### src/rtl/hack_cpu_seq_if.sv
// Signal bundle between the Hack CPU sequencer and its ROM, RAM, ALU and A-input mux.
// master = sequencer side, slave = memories/datapath side.
interface hack_cpu_seq_if;
  logic        instr_req;
  logic [14:0] instr_addr;
  logic        instr_valid;
  logic [15:0] instr;
  logic [15:0] ir;
  logic        mux_sel;
  logic [15:0] mux_out;
  logic [15:0] alu_x;
  logic [15:0] alu_y;
  logic [5:0]  alu_ctrl;
  logic [15:0] alu_out;
  logic        alu_zr;
  logic        alu_ng;
  logic [14:0] addressM;
  logic        readM;
  logic        writeM;
  logic [15:0] outM;
  logic [15:0] inM;
  logic        mem_ack;

  modport master (
    output instr_req, instr_addr, ir, mux_sel, alu_x, alu_y, alu_ctrl,
           addressM, readM, writeM, outM,
    input  instr_valid, instr, mux_out, alu_out, alu_zr, alu_ng, inM, mem_ack
  );

  modport slave (
    input  instr_req, instr_addr, ir, mux_sel, alu_x, alu_y, alu_ctrl,
           addressM, readM, writeM, outM,
    output instr_valid, instr, mux_out, alu_out, alu_zr, alu_ng, inM, mem_ack
  );
endinterface

### src/rtl/hack_cpu_seq.sv
// Hack CPU multi-cycle sequencer: PC/IR/A/D/M-latch plus FETCH-DECODE-MEMRD-EXEC-WB control.
// Strobes are registered from the next state, so they change exactly on the state transition edge.
module hack_cpu_seq #(
  parameter logic [14:0] PC_RESET = 15'h0000
) (
  input logic            clk,
  input logic            reset,
  hack_cpu_seq_if.master bus
);
  typedef enum logic [2:0] {FETCH, DECODE, MEMRD, EXEC, WB} state_t;

  state_t      state_q, state_d;
  logic [14:0] pc_q, pc_d, waddr_q, waddr_d;
  logic [15:0] ir_q, ir_d, a_q, a_d, d_q, d_d, m_q, m_d, wdata_q, wdata_d;
  logic        instr_req_q, instr_req_d, read_m_q, read_m_d;
  logic        write_m_q, write_m_d, mux_sel_q, mux_sel_d;
  logic [14:0] pc_inc;
  logic        jump;

  assign pc_inc = pc_q + 15'd1;
  assign jump   = (ir_q[2] & bus.alu_ng) | (ir_q[1] & bus.alu_zr) |
                  (ir_q[0] & ~bus.alu_ng & ~bus.alu_zr);

  always_comb begin
    state_d = state_q;
    pc_d    = pc_q;
    ir_d    = ir_q;
    a_d     = a_q;
    d_d     = d_q;
    m_d     = m_q;
    waddr_d = waddr_q;
    wdata_d = wdata_q;
    case (state_q)
      FETCH: begin
        if (bus.instr_valid) begin
          ir_d    = bus.instr;
          state_d = DECODE;
        end
      end
      DECODE: begin
        if (!ir_q[15]) begin
          a_d     = bus.mux_out;
          pc_d    = pc_inc;
          state_d = FETCH;
        end else begin
          state_d = ir_q[12] ? MEMRD : EXEC;
        end
      end
      MEMRD: begin
        if (bus.mem_ack) begin
          m_d     = bus.inM;
          state_d = EXEC;
        end
      end
      EXEC: begin
        if (ir_q[5]) a_d = bus.mux_out;
        if (ir_q[4]) d_d = bus.alu_out;
        if (ir_q[3]) begin
          waddr_d = a_q[14:0];
          wdata_d = bus.alu_out;
        end
        // Jump target and write address both use A as it was before this edge.
        pc_d    = jump ? a_q[14:0] : pc_inc;
        state_d = ir_q[3] ? WB : FETCH;
      end
      WB: begin
        if (bus.mem_ack) state_d = FETCH;
      end
      default: state_d = FETCH;
    endcase

    instr_req_d = (state_d == FETCH);
    read_m_d    = (state_d == MEMRD);
    write_m_d   = (state_d == WB);
    mux_sel_d   = (state_d == EXEC);
  end

  always_ff @(posedge clk) begin
    if (reset) begin
      state_q     <= FETCH;
      pc_q        <= PC_RESET;
      ir_q        <= 16'h0000;
      a_q         <= 16'h0000;
      d_q         <= 16'h0000;
      m_q         <= 16'h0000;
      waddr_q     <= 15'h0000;
      wdata_q     <= 16'h0000;
      instr_req_q <= 1'b1;
      read_m_q    <= 1'b0;
      write_m_q   <= 1'b0;
      mux_sel_q   <= 1'b0;
    end else begin
      state_q     <= state_d;
      pc_q        <= pc_d;
      ir_q        <= ir_d;
      a_q         <= a_d;
      d_q         <= d_d;
      m_q         <= m_d;
      waddr_q     <= waddr_d;
      wdata_q     <= wdata_d;
      instr_req_q <= instr_req_d;
      read_m_q    <= read_m_d;
      write_m_q   <= write_m_d;
      mux_sel_q   <= mux_sel_d;
    end
  end

  assign bus.instr_req  = instr_req_q;
  assign bus.instr_addr = pc_q;
  assign bus.ir         = ir_q;
  assign bus.mux_sel    = mux_sel_q;
  assign bus.alu_x      = d_q;
  assign bus.alu_y      = ir_q[12] ? m_q : a_q;
  assign bus.alu_ctrl   = ir_q[11:6];
  assign bus.readM      = read_m_q;
  assign bus.writeM     = write_m_q;
  assign bus.addressM   = write_m_q ? waddr_q : a_q[14:0];
  assign bus.outM       = write_m_q ? wdata_q : 16'h0000;
endmodule

### src/flat_wrapper.sv
// flat-port wrapper written by rule: the top's interface ports become plain ports
module hack_cpu_seq_flat 
#(
  parameter logic [14:0] PC_RESET = 15'h0000
)
  (clk, reset, bus_instr_req, bus_instr_addr, bus_ir, bus_mux_sel, bus_alu_x, bus_alu_y, bus_alu_ctrl, bus_addressM, bus_readM, bus_writeM, bus_outM, bus_instr_valid, bus_instr, bus_mux_out, bus_alu_out, bus_alu_zr, bus_alu_ng, bus_inM, bus_mem_ack);
  hack_cpu_seq_if bus_i ();
  input logic clk;
  input logic reset;
  output wire logic [$bits(bus_i.instr_req)-1:0] bus_instr_req;
  output wire logic [$bits(bus_i.instr_addr)-1:0] bus_instr_addr;
  output wire logic [$bits(bus_i.ir)-1:0] bus_ir;
  output wire logic [$bits(bus_i.mux_sel)-1:0] bus_mux_sel;
  output wire logic [$bits(bus_i.alu_x)-1:0] bus_alu_x;
  output wire logic [$bits(bus_i.alu_y)-1:0] bus_alu_y;
  output wire logic [$bits(bus_i.alu_ctrl)-1:0] bus_alu_ctrl;
  output wire logic [$bits(bus_i.addressM)-1:0] bus_addressM;
  output wire logic [$bits(bus_i.readM)-1:0] bus_readM;
  output wire logic [$bits(bus_i.writeM)-1:0] bus_writeM;
  output wire logic [$bits(bus_i.outM)-1:0] bus_outM;
  input wire logic [$bits(bus_i.instr_valid)-1:0] bus_instr_valid;
  input wire logic [$bits(bus_i.instr)-1:0] bus_instr;
  input wire logic [$bits(bus_i.mux_out)-1:0] bus_mux_out;
  input wire logic [$bits(bus_i.alu_out)-1:0] bus_alu_out;
  input wire logic [$bits(bus_i.alu_zr)-1:0] bus_alu_zr;
  input wire logic [$bits(bus_i.alu_ng)-1:0] bus_alu_ng;
  input wire logic [$bits(bus_i.inM)-1:0] bus_inM;
  input wire logic [$bits(bus_i.mem_ack)-1:0] bus_mem_ack;
  assign bus_instr_req = bus_i.instr_req;
  assign bus_instr_addr = bus_i.instr_addr;
  assign bus_ir = bus_i.ir;
  assign bus_mux_sel = bus_i.mux_sel;
  assign bus_alu_x = bus_i.alu_x;
  assign bus_alu_y = bus_i.alu_y;
  assign bus_alu_ctrl = bus_i.alu_ctrl;
  assign bus_addressM = bus_i.addressM;
  assign bus_readM = bus_i.readM;
  assign bus_writeM = bus_i.writeM;
  assign bus_outM = bus_i.outM;
  assign bus_i.instr_valid = bus_instr_valid;
  assign bus_i.instr = bus_instr;
  assign bus_i.mux_out = bus_mux_out;
  assign bus_i.alu_out = bus_alu_out;
  assign bus_i.alu_zr = bus_alu_zr;
  assign bus_i.alu_ng = bus_alu_ng;
  assign bus_i.inM = bus_inM;
  assign bus_i.mem_ack = bus_mem_ack;
  hack_cpu_seq #(.PC_RESET(PC_RESET)) u_core (.clk(clk), .reset(reset), .bus(bus_i));
endmodule
### config.mk
export PLATFORM = sky130hd
export DESIGN_NAME = hack_cpu_seq_flat
export DESIGN_NICKNAME = d
export VERILOG_FILES = /design/src/rtl/hack_cpu_seq_if.sv /design/src/rtl/hack_cpu_seq.sv /design/src/flat_wrapper.sv
export SDC_FILE = /design/constraint.sdc
export NUM_CORES = 1
export LEC_CHECK = 0
export CAP_MARGIN = 20
export CORE_UTILIZATION = 26
export CTS_CLUSTER_DIAMETER = 80
export CTS_CLUSTER_SIZE = 14
export DETAILED_ROUTE_END_ITERATION = 16
export PLACE_DENSITY = 0.52
export SLEW_MARGIN = 10
export SYNTH_ARGS = -nofsm -noshare
export SYNTH_HDL_FRONTEND = slang
export SYNTH_SLANG_ARGS = --single-unit
### constraint.sdc
create_clock -name clk -period 2.7 [get_ports clk]
set_input_delay 0.54 -clock clk [delete_from_list [all_inputs] [get_ports clk]]
set_output_delay 0.54 -clock clk [all_outputs]
set_load 0.01 [all_outputs]
==> metrics.yaml <==
synthesis:
  synth_seq_cells: 117
  syn_avg_cell_area_sq_um: 8.34
  synth_edf_count: 0
  ys_types: 49
  synth_flop_cell: "dfxtp_1"
  yosys.area_share.adder_pct: 0.245
  synthCells: 612
  netlist_area_sq_um: 5100
  ys_seq_area_share_pct: 45.9
  syn_nets: 683
  async_reset_ff_share_pct: 0
  yosysWarnings: 0
  synth_top_family_by_area: "simple AND/OR/NAND/NOR gates"
  synth_compound_area_share_pct: 13.1
  synth_mux_area_share_pct: 12.1
  synth-xor-area-share_pct: 0
  synthSimpleGateAreaFrac_pct: 23.8
floorplan:
  die_w_um: 142
  core_sq_um: 19000
  die-area_sq_um: 20200
  io_pins: 174
  die_h_um: 142
  rows: 50
  start_util_pct: 26.9
sta:
  rsz0062_at_grt: "false"
  finalSetupViolCount: 0
  setup_slack_ns: 0.196
  period_needed_ns: 2.50
  tightestPinTransition_ns: 0.814
  fmax_mhz: 399
  skew_ns: 0.00670
  setup-tns-final_ns: 0
  maxSlewViolCount: 0
  fin_crit_sh_pct: 92.8
  relSlewSlack_pct: 45.7
  fin_hold_ws_ns: 0.449
  hold_viol: 0
worst_hold_path:
  hold_path.class: "flip-flop to flip-flop"
placement:
  globalplace.congestion: 0.789
  place_inst: 1011
  placed_area_sq_um: 7060
  pre_cts_slack_ns: 0.251
  place_hpwl_mm: 11.6
  portBuffers: 173
clocking:
  cts_tree: "yes"
  cts_resized: 0
  cts.sinks: 117
  clockBufferDepth: 2
  insertion_delay_ns: 0.40
  postCtsSetupBuffers: 0
  cts_max_level: 4
  numCtsBuffers: 17
  path_clk_slew_ns: 0.05
  cts_root_buffer: "clkbuf_16"
  cts_hold_buf: 0
setup_path:
  critPathLaunchType: "flip-flop"
  cp.arrival_ns: 1.96
  crit_path_end_kind: "output port"
  critical_path.max_fanout: 26
  rrSetupSlack_ns: 0.54
  worstPathRequired_ns: 2.16
  crit_type: "flip-flop to output port"
final_layout:
  antenna_cells: 0
  area_growth_pct: 51.3
  final_area_sq_um: 7720
  stdcell_count: 1043
  layout-drive-gt1-share_pct: 10.7
  final_nets: 841
  post-route-util_pct: 40.7
power:
  total_power_mw: 4.80
  p_leak_nw: 2.73
  irDropWorstVdd_uv: 398
  p_per_area_nw_per_um2: 622
global_route:
  overflow: 0
  antenna_found_initial: 0
  grt_pass1_vias: 4802
  grt_first_pass_wirelength_mm: 26.0
  grt_max_degree: 72
  grt.total_usage_pct: 16.8
route:
  drtPass1Iterations: 5
  ant_nets: 0
  routed_wl_mm: 16.6
  drt_iter0_markers: 174
  drt_drc_violations_left: 0
  avgRoutedWirePerCell_um: 15.9
  viasPerCell: 4.62
  vias: 4815
run:
  drv_cap: 0
run_status:
  status: "complete, no violations"
-- Yosys cell counts, drive strengths merged, types with 2 or more instances --
library cell / count / area share (%)
nand3: 8 / 0.88
mux2i: 27 / 5.3
nand3b: 2 / 0.29
o2bb2ai: 3 / 0.52
a31oi: 3 / 0.37
nand4: 5 / 0.91
or3: 5 / 0.64
nor2b: 6 / 0.74
inv: 9 / 0.66
clkbuf: 31 / 2.3
a21oi: 85 / 8.3
nand2: 166 / 12
and3: 3 / 0.37
and2: 16 / 2.0
or4: 3 / 0.54
a2111oi: 2 / 0.34
buf: 17 / 1.9
nor2: 28 / 2.1
a221oi: 2 / 0.34
nand2b: 3 / 0.37
nor3: 9 / 1.1
nor4b: 2 / 0.47
o21ai: 5 / 0.49
and4: 2 / 0.34
nor4: 3 / 0.37
dfxtp: 117 / 46
a22oi: 3 / 0.44
a311oi: 2 / 0.34
mux2: 31 / 6.8
o32ai: 4 / 0.69
-- critical path: stages (launching register included) --
cell             delay [ns]
dfxtp_1                0.35
buf_4                  0.33
mux2_2                 0.38
clkdlybuf4s50_1        0.51
-- registers in the layout (all words and copies together), names as in the netlist --
register               flops
u_core.a_q                16
u_core.m_q                16
u_core.bus.alu_x          16
u_core.bus.writeM          1
u_core.state_q             3
u_core.bus.readM           1
u_core.bus.ir             16
u_core.waddr_q            15
u_core.wdata_q            16
u_core.bus.mux_sel         1
u_core.bus.instr_addr     15
u_core.bus.instr_req       1
-- placed cells by master, fill, tap and decap left out, types with 4 or more instances in the layout --
cell type,netlist,final
a21oi_1,85,85
and2_1,16,16
buf_4,6,15
bufinv_16,0,6
clkbuf_16,0,17
clkdlybuf4s50_1,0,172
clkinv_2,0,4
dfxtp_1,117,117
inv_1,9,9
mux2_2,31,31
mux2i_1,27,27
nand2_1,166,166
nand3_1,7,7
nand4_1,4,4
nor2_1,28,28
nor2b_1,6,6
nor3_1,8,8
o21ai_0,5,5
o32ai_1,4,4
or3_1,4,4
-- logic make-up after synthesis --
kind of cell,Yosys count
muxes,58
adders and majority gates,1
and+or+nand+nor,264
buffers and inverters,57
DFF,117
AOI/OAI and AO/OA,115
-- final timing paths --
path / start / endpoint / cells after the start
hold reg to reg: u_core.m_q[4] / u_core.m_q[4] / 2
setup reg to reg: u_core.state_q[0] / u_core.bus.instr_addr[14] / 5
hold / removal: u_core.m_q[4] / u_core.m_q[4] / 2
setup / recovery: u_core.bus.writeM / bus_addressM[9] / 3
-- routing by layer --
| layer | GRT usage, % | part of all wire (%) | vias up |
|---|---|---|---|
| met3 | 5.05 | 6.4 | 13 |
| met2 | 27.9 | 48 | 122 |
| met4 | 5.89 | 1.2 | 0 |
| met1 | 20.6 | 44 | 2281 |
| met5 | 0 | 0 | - |
| li1 | - | - | 2399 |
-- power by group --
| group | internal, mW | total, mW | switching (mW) |
|---|---|---|---|
| sequential | 1.77 | 1.81 | 0.0475 |
| clock | 1.77 | 2.56 | 0.787 |
| combinational | 0.242 | 0.426 | 0.183 |
| total | 3.78 | 4.80 | 1.02 |
-- layout make-up --
class	instances	area, sq um
fill	1888	11200
timing repair buffer	187	1830
tap	260	325
clock buffer	22	464
inverter	9	33.8
multi-input combinational	438	2520
clock inverter	10	200
sequential	117	2340
Power figures use the tool's default switching activity.
